File: config.mk
export PLATFORM = sky130hd
export DESIGN_NAME = color_detect_proc
export DESIGN_NICKNAME = d
export VERILOG_FILES = /design/src/rtl/color_detect_proc.sv
export SDC_FILE = /design/constraint.sdc
export NUM_CORES = 1
export LEC_CHECK = 0
export ABC_CLOCK_PERIOD_IN_PS = 10100
export CAP_MARGIN = 20
export CELL_PAD_IN_SITES_DETAIL_PLACEMENT = 0
export CELL_PAD_IN_SITES_GLOBAL_PLACEMENT = 1
export CORE_ASPECT_RATIO = 1.1
export CORE_MARGIN = 8
export CORE_UTILIZATION = 54
export CTS_BUF_LIST = sky130_fd_sc_hd__clkbuf_16
export CTS_CLUSTER_SIZE = 12
export DETAILED_ROUTE_END_ITERATION = 8
export DONT_BUFFER_PORTS = 1
export PLACE_DENSITY = 0.95
export SYNTH_ARGS = -nofsm -noshare
export SYNTH_HDL_FRONTEND = slang
export SYNTH_SLANG_ARGS = --single-unit
File: constraint.sdc
create_clock -name clk -period 10.1 [get_ports clk]
set_input_delay 1.01 -clock clk [delete_from_list [all_inputs] [get_ports clk]]
set_output_delay 1.01 -clock clk [all_outputs]
set_load 0.02 [all_outputs]
File: src/rtl/color_detect_proc.sv
// Colour detection stage for a stored RGB444 frame.
//
// On an init request the block walks the frame buffer's processing port from
// address 0 to IMA_SIZE-1, one pixel per clock, and classifies every pixel as
// red, green, blue or none. After the last pixel it publishes the per-colour
// counts and the dominant colour, and pulses done for one cycle.
//
// Ports:
//   clk           system clock
//   rst           asynchronous active-high reset
//   init          start request, sampled at posedge (ignored while not idle)
//   proc_addr_in  pixel address to the buffer (PARK_ADDR while not scanning)
//   proc_data_in  pixel data, combinational in proc_addr_in
//   busy          high while a scan is in progress
//   done          one-cycle pulse when results are valid
//   color         dominant colour: 00 none, 01 red, 10 green, 11 blue
//   cnt_r/g/b     per-colour counts of the last completed scan
module color_detect_proc #(
  parameter int unsigned    AW        = 15,
  parameter int unsigned    DW        = 12,
  parameter int unsigned    IMA_SIZE  = 19200,
  parameter logic [3:0]     TH_HI     = 4'd8,
  parameter logic [3:0]     TH_LO     = 4'd5,
  parameter int unsigned    MIN_PIX   = 1920,
  parameter logic [AW-1:0]  PARK_ADDR = 15'h7FFF
) (
  input  logic          clk,
  input  logic          rst,
  input  logic          init,
  output logic [AW-1:0] proc_addr_in,
  input  logic [DW-1:0] proc_data_in,
  output logic          busy,
  output logic          done,
  output logic [1:0]    color,
  output logic [14:0]   cnt_r,
  output logic [14:0]   cnt_g,
  output logic [14:0]   cnt_b
);

  localparam int unsigned CW = 15;
  localparam logic [AW-1:0] LastAddr = AW'(IMA_SIZE - 1);
  localparam logic [CW-1:0] MinPix   = CW'(MIN_PIX);

  typedef enum logic [1:0] {StIdle, StScan, StDecide, StDone} state_e;

  state_e         state_q, state_d;
  logic [AW-1:0]  addr_q, addr_d;
  logic           busy_q, busy_d;
  logic           done_q, done_d;
  logic [1:0]     color_q, color_d;
  logic [CW-1:0]  cnt_r_q, cnt_r_d, cnt_g_q, cnt_g_d, cnt_b_q, cnt_b_d;
  logic [CW-1:0]  acc_r_q, acc_r_d, acc_g_q, acc_g_d, acc_b_q, acc_b_d;

  // Pixel classification
  logic [3:0] ch_r, ch_g, ch_b;
  logic       is_r, is_g, is_b;

  assign ch_r = proc_data_in[DW-1 -: 4];
  assign ch_g = proc_data_in[DW-5 -: 4];
  assign ch_b = proc_data_in[DW-9 -: 4];

  assign is_r = (ch_r >= TH_HI) && (ch_g < TH_LO) && (ch_b < TH_LO);
  assign is_g = (ch_g >= TH_HI) && (ch_r < TH_LO) && (ch_b < TH_LO);
  assign is_b = (ch_b >= TH_HI) && (ch_r < TH_LO) && (ch_g < TH_LO);

  // Dominant colour from the finished accumulators; ties favour red, then green.
  logic [1:0]    win;
  logic [CW-1:0] max_cnt;

  always_comb begin
    win     = 2'b00;
    max_cnt = '0;
    if ((acc_r_q >= acc_g_q) && (acc_r_q >= acc_b_q)) begin
      win     = 2'b01;
      max_cnt = acc_r_q;
    end else if (acc_g_q >= acc_b_q) begin
      win     = 2'b10;
      max_cnt = acc_g_q;
    end else begin
      win     = 2'b11;
      max_cnt = acc_b_q;
    end
    if (max_cnt < MinPix) begin
      win = 2'b00;
    end
  end

  // Next-state logic
  always_comb begin
    state_d = state_q;
    addr_d  = addr_q;
    busy_d  = busy_q;
    done_d  = done_q;
    color_d = color_q;
    cnt_r_d = cnt_r_q;
    cnt_g_d = cnt_g_q;
    cnt_b_d = cnt_b_q;
    acc_r_d = acc_r_q;
    acc_g_d = acc_g_q;
    acc_b_d = acc_b_q;

    unique case (state_q)
      StIdle: begin
        addr_d = PARK_ADDR;
        if (init) begin
          state_d = StScan;
          addr_d  = '0;
          acc_r_d = '0;
          acc_g_d = '0;
          acc_b_d = '0;
          busy_d  = 1'b1;
        end
      end
      StScan: begin
        if (is_r) acc_r_d = acc_r_q + CW'(1);
        if (is_g) acc_g_d = acc_g_q + CW'(1);
        if (is_b) acc_b_d = acc_b_q + CW'(1);
        if (addr_q == LastAddr) begin
          state_d = StDecide;
          addr_d  = PARK_ADDR;
        end else begin
          addr_d = addr_q + AW'(1);
        end
      end
      StDecide: begin
        cnt_r_d = acc_r_q;
        cnt_g_d = acc_g_q;
        cnt_b_d = acc_b_q;
        color_d = win;
        busy_d  = 1'b0;
        done_d  = 1'b1;
        state_d = StDone;
      end
      StDone: begin
        done_d  = 1'b0;
        state_d = StIdle;
      end
      default: begin
        state_d = StIdle;
        addr_d  = PARK_ADDR;
      end
    endcase
  end

  // State registers
  always_ff @(posedge clk or posedge rst) begin
    if (rst) begin
      state_q <= StIdle;
      addr_q  <= PARK_ADDR;
      busy_q  <= 1'b0;
      done_q  <= 1'b0;
      color_q <= 2'b00;
      cnt_r_q <= '0;
      cnt_g_q <= '0;
      cnt_b_q <= '0;
      acc_r_q <= '0;
      acc_g_q <= '0;
      acc_b_q <= '0;
    end else begin
      state_q <= state_d;
      addr_q  <= addr_d;
      busy_q  <= busy_d;
      done_q  <= done_d;
      color_q <= color_d;
      cnt_r_q <= cnt_r_d;
      cnt_g_q <= cnt_g_d;
      cnt_b_q <= cnt_b_d;
      acc_r_q <= acc_r_d;
      acc_g_q <= acc_g_d;
      acc_b_q <= acc_b_d;
    end
  end

  assign proc_addr_in = addr_q;
  assign busy         = busy_q;
  assign done         = done_q;
  assign color        = color_q;
  assign cnt_r        = cnt_r_q;
  assign cnt_g        = cnt_g_q;
  assign cnt_b        = cnt_b_q;

endmodule

Yosys cells after proc, flatten, opt, wreduce, memory -nomap -nowiden:

Cells that the tools add are included.

* register bits after elaboration: 111
* input bits: 15
* output and inout bits: 64
* word-level logic and storage cells: 71

* $add $sub $neg: 4
* order comparisons: 10
* equality and inequality tests: 9
* mux-type cells: 21
* reduce and logical (&&, ||, !) cells: 16

Operators with widths (count)
* $mux 15: 8
* $pmux 15 s2: 4
* $add 15x1->15 const B: 4
* $ge 15x15->1: 3
* $eq 15x15->1 const B: 1
* $lt 15x11->1 const B: 1
* $ge 4x4->1 const B: 3
* $lt 4x3->1 const B: 3
* $ne 2x2->1 const B: 5
* $reduce_and 3->1: 3
* $mux 2: 4
* $pmux 2 s4: 1
* $logic_and 1x1->1: 7
* $reduce_bool 2->1: 3
* $eq 2x2->1 const B: 2
* $pmux 1 s2: 2
* $reduce_and 2->1: 2
* $eq 2x1->1 const B: 1
* $logic_not 2->1: 1
* $mux 1: 2

Logic depth before layout (Yosys ltp):

* word-level depth: 5
* depth in mapped cells: 9
* mapped depth without buffers: 8

Least setup slack after synthesis:

OpenSTA, ideal clock, no wires.

* path kind: flip-flop to flip-flop
* start point: reg addr_q[0] (netlist: proc_addr_in[0])
* end point: reg addr_q[11] (netlist: proc_addr_in[11])
* data arrival time: 2.216 ns
* path slack: 7.789 ns
* stages on the path, launching flop included: 9
* path buffers: 1
* cells stage by stage: dfstp_2 ha_1 nand3_1 or4_4 and2_4 buf_6 a21oi_1 nor2_1 a311oi_1

* cells in the longest elaborated chain, start to end: 3
* elaborated cells on any way between the ends: 4
* classes of those cells: add/sub (1); eq/ne (1); mux (2)

RTL lines
* start, declared: line 47 `logic [AW-1:0] addr_q, addr_d;`
* start signal, assigned: line 161 `addr_q <= addr_d;`
* $add 15x1->15 or $eq 15x15->1 (tied branches): line 122, 118
* $mux 15 (*): line 118 `if (addr_q == LastAddr) begin`
* $pmux 15 s2 (*): line 102 `unique case (state_q)`

Every way passes the cells marked *; elsewhere a longest branch is shown, timed or not.
A chain may end at the register's enable or synchronous reset.

Worst setup path after layout:

* start point: reg state_q[1]
* end point: reg acc_b_q[13]

* cells in the longest elaborated chain, start to end: 3
* elaborated cells on any way between the ends: 7
* classes of those cells: eq/ne (3); mux (1); reduce/logical (3)

RTL lines
* start, declared: line 46 `state_e state_q, state_d;`
* start signal, assigned: line 148 `state_q <= StIdle;`
* start signal, assigned: line 160 `state_q <= state_d;`
* $eq 2x1->1 or $logic_not 2->1 (tied branches): line 102
* $ne 2x2->1 (no line) or $reduce_bool 2->1 (tied branches)
* $reduce_and 3->1 (no line)
* end signal, assigned: line 158 `acc_b_q <= '0;`
* end signal, assigned: line 170 `acc_b_q <= acc_b_d;`
* end, declared: line 52 `logic [CW-1:0] acc_r_q, acc_r_d, acc_g_q, acc_g_d, acc_b_q, acc_b_d;`

Several ways; a longest one is shown, not always the timed one.

==> out/qor.yml <==
synth_seq_cells: 111
slowest_stage: "ha_1"
leakagePower_nw: 2.968
initial_core_util_pct: 55.11
postCtsSetupBuffers: 0
core_um2: 11390
overflow: 0
syn_inst: 632
via_count: 4737
io_pins: 79
synth_edf_count: 0
cts_resized: 0
vias_per_cell: 6.081
die_y_um: 129.1
fmax_mhz: 360.0
power.density_nw_per_um2: 234.9
die_w_um: 118.8
routed_wl_um: 14700
dp_hpwl_um: 10660
grt_pass1_wl_um: 24140
netlist_area_um2: 6276
drv_slew: 0
ir_worst_vdd_uv: 185.7
ys_seq_area_share_pct: 44.56
cp.buffers_inverters: 3
critPathRequiredTime_ps: 10320
numCtsBuffers: 9
syn-num-nets: 701
cp_common_cell: "inv_1"
path_clk_slew_ps: 70
post-route-drc-count: 0
cts_sinks: 111
antenna_found_initial: 0
root_buffer: "clkbuf_16"
clock_latency_ps: 350
ctsHoldBuffers: 0
grt_pass1_vias: 4827
yosysWarnings: 0
setup_ws_ps: 7323
synthArstFlopShare_pct: 100.0
dieArea_um2: 15330
critical_path.top_delay_family: "adder cells"
hp-class: "reg2reg"
cp-end-kind: "flip-flop"
cts_tree: "built"
synth_ff_type: "dfrtp_1"
grt_setup_unrepaired: "false"
max_stage_delay_ps: 710
drtPass1Iterations: 4
gp_congestion: 0.9014
maxSlewHeadroom_pct: 46.04
synth.distinct_cells: 49
htree_levels: 3
final_common_cell: "dfrtp_1"
finalSetupViolCount: 0
num_antenna_cells: 0
cts_max_path_buffers: 2
crit_type: "reg2reg"
layout_common_cells: "dfrtp_1 (96), nor2_1 (71), ha_1 (53)"
hold_violations: 0
fin_tns_setup_ps: 0
avgRoutedWirePerCell_um: 18.87
arrival_ps: 2990
area_growth_pct: 6.738
cp_max_fo: 24
crit_chain: "inv_1 -> ha_1 -> inv_1 -> a31oi_1 -> buf_4 -> nor4_1 -> xnor2_1 -> nor2_1"
status: "finished clean"
io_buffers: 0
startpoint_type: "flip-flop"
period_share_pct: 27.50
grt_max_degree: 63
ant_nets: 0
drive_gt1_share_pct: 14.63
post-place-ws_ps: 6999
num_rows: 41
groute.usage.overall_pct: 19.39
skew_ps: 8.707
drv_cap: 0
worstMarginPinSlew_ps: 809.4
syn_area_per_cell_um2: 9.930
nets: 693
drt_iter0_markers: 325
finalCriticalPeriod_ps: 2777
## cell usage after synthesis, types with 2 or more instances
| library cell | count | area, um2 |
|---|---|---|
| nor4_1 | 26 | 162.7 |
| a21o_1 | 4 | 30.03 |
| nor2b_1 | 2 | 12.51 |
| clkbuf_1 | 17 | 63.81 |
| nand2_1 | 35 | 131.4 |
| o21a_1 | 5 | 37.54 |
| and3_2 | 3 | 22.52 |
| mux2_2 | 46 | 518.0 |
| dfstp_2 | 15 | 394.1 |
| nand2b_1 | 2 | 12.51 |
| nand3_1 | 30 | 150.1 |
| buf_1 | 8 | 30.03 |
| a2111oi_0 | 2 | 17.52 |
| o21bai_1 | 3 | 22.52 |
| o22a_1 | 2 | 17.52 |
| nand4_1 | 16 | 100.1 |
| nor3_1 | 14 | 70.07 |
| and3_1 | 3 | 18.77 |
| a311oi_1 | 3 | 26.28 |
| nor2_1 | 72 | 270.3 |
| a31oi_1 | 4 | 25.02 |
| dfrtp_1 | 96 | 2402 |
| o21ai_0 | 32 | 160.2 |
| inv_1 | 40 | 150.1 |
| nor3b_1 | 2 | 15.01 |
| nor4b_1 | 4 | 35.03 |
| a211oi_1 | 6 | 45.04 |
| ha_1 | 54 | 675.7 |
| a21oi_1 | 25 | 125.1 |
| xnor2_1 | 41 | 359.1 |
| or4_1 | 2 | 15.01 |
## cell families (layout without fill, tap and decap cells)
family / after synthesis / in the layout / share of synthesized area, %
muxes: 47 / 47 / 8.413
xor gates and xnor gates: 42 / 42 / 5.861
adders and majority gates: 54 / 54 / 10.77
DFF: 111 / 111 / 44.56
and+or+nand+nor: 216 / 216 / 16.93
AOI/OAI and AO/OA: 96 / 96 / 9.410
buffers and inverters: 66 / 63 / 4.067
## cell type report
type / count / area, um2
Sequential cell: 111 / 2796
Fill cell: 952 / 4690
Clock buffer: 9 / 225.2
Tap cell: 150 / 187.7
Multi-Input combinational cell: 455 / 3233
Clock inverter: 7 / 38.79
Timing Repair Buffer: 7 / 65.06
Inverter: 40 / 152.6
## where the power goes
part	total, mW	switching, mW	internal (mW)
logic	0.559	0.346	0.212
clock network	0.324	0.158	0.165
registers	0.691	0.153	0.538
total	1.57	0.658	0.916
## through the flow
stage / hold slack [ps] / instances / util [%] / cell area, um2 / power [mW]
after global placement: 551.1 / 760 / 56.20 / 6400 / 1.215
final: 570.5 / 779 / 58.82 / 6699 / 1.573
after CTS: 571.5 / 777 / 58.58 / 6671 / 1.571
after detailed placement: 555.5 / 761 / 56.26 / 6407 / 1.245
after global routing: 593.4 / 779 / 58.82 / 6699 / 1.659
after floorplan: 523.8 / 632 / - / 6276 / 1.095
## sequential cells by signal, indices dropped and copies added (netlist names), 2 cells and up
register,cells
acc_r_q,15
proc_addr_in,15
cnt_g,15
acc_b_q,15
state_q,2
color,2
acc_g_q,15
cnt_b,15
cnt_r,15
## metal layers
layer	routed length [um]	global-route usage, %	vias to the layer above
li1	-	-	2240
met1	6118	22.03	2348
met2	7490	34.30	124
met3	801	4.698	25
met4	293	8.414	0
met5	0	0	-
## final timing paths
path / startpoint / cells past startpoint / endpoint / slack, ps
worst max register to register: state_q[1] / 8 / acc_b_q[13] / 7320
worst min-delay path: acc_b_q[5] / 1 / cnt_b[5] / 570
worst min register to register: acc_b_q[5] / 1 / cnt_b[5] / 570
worst max-delay path: state_q[1] / 8 / acc_b_q[13] / 7320
min in group asynchronous: rst / 1 / done / 600
max in group asynchronous: rst / 2 / cnt_b[9] / 8290
Note: power is estimated with default switching activity, not from simulation.
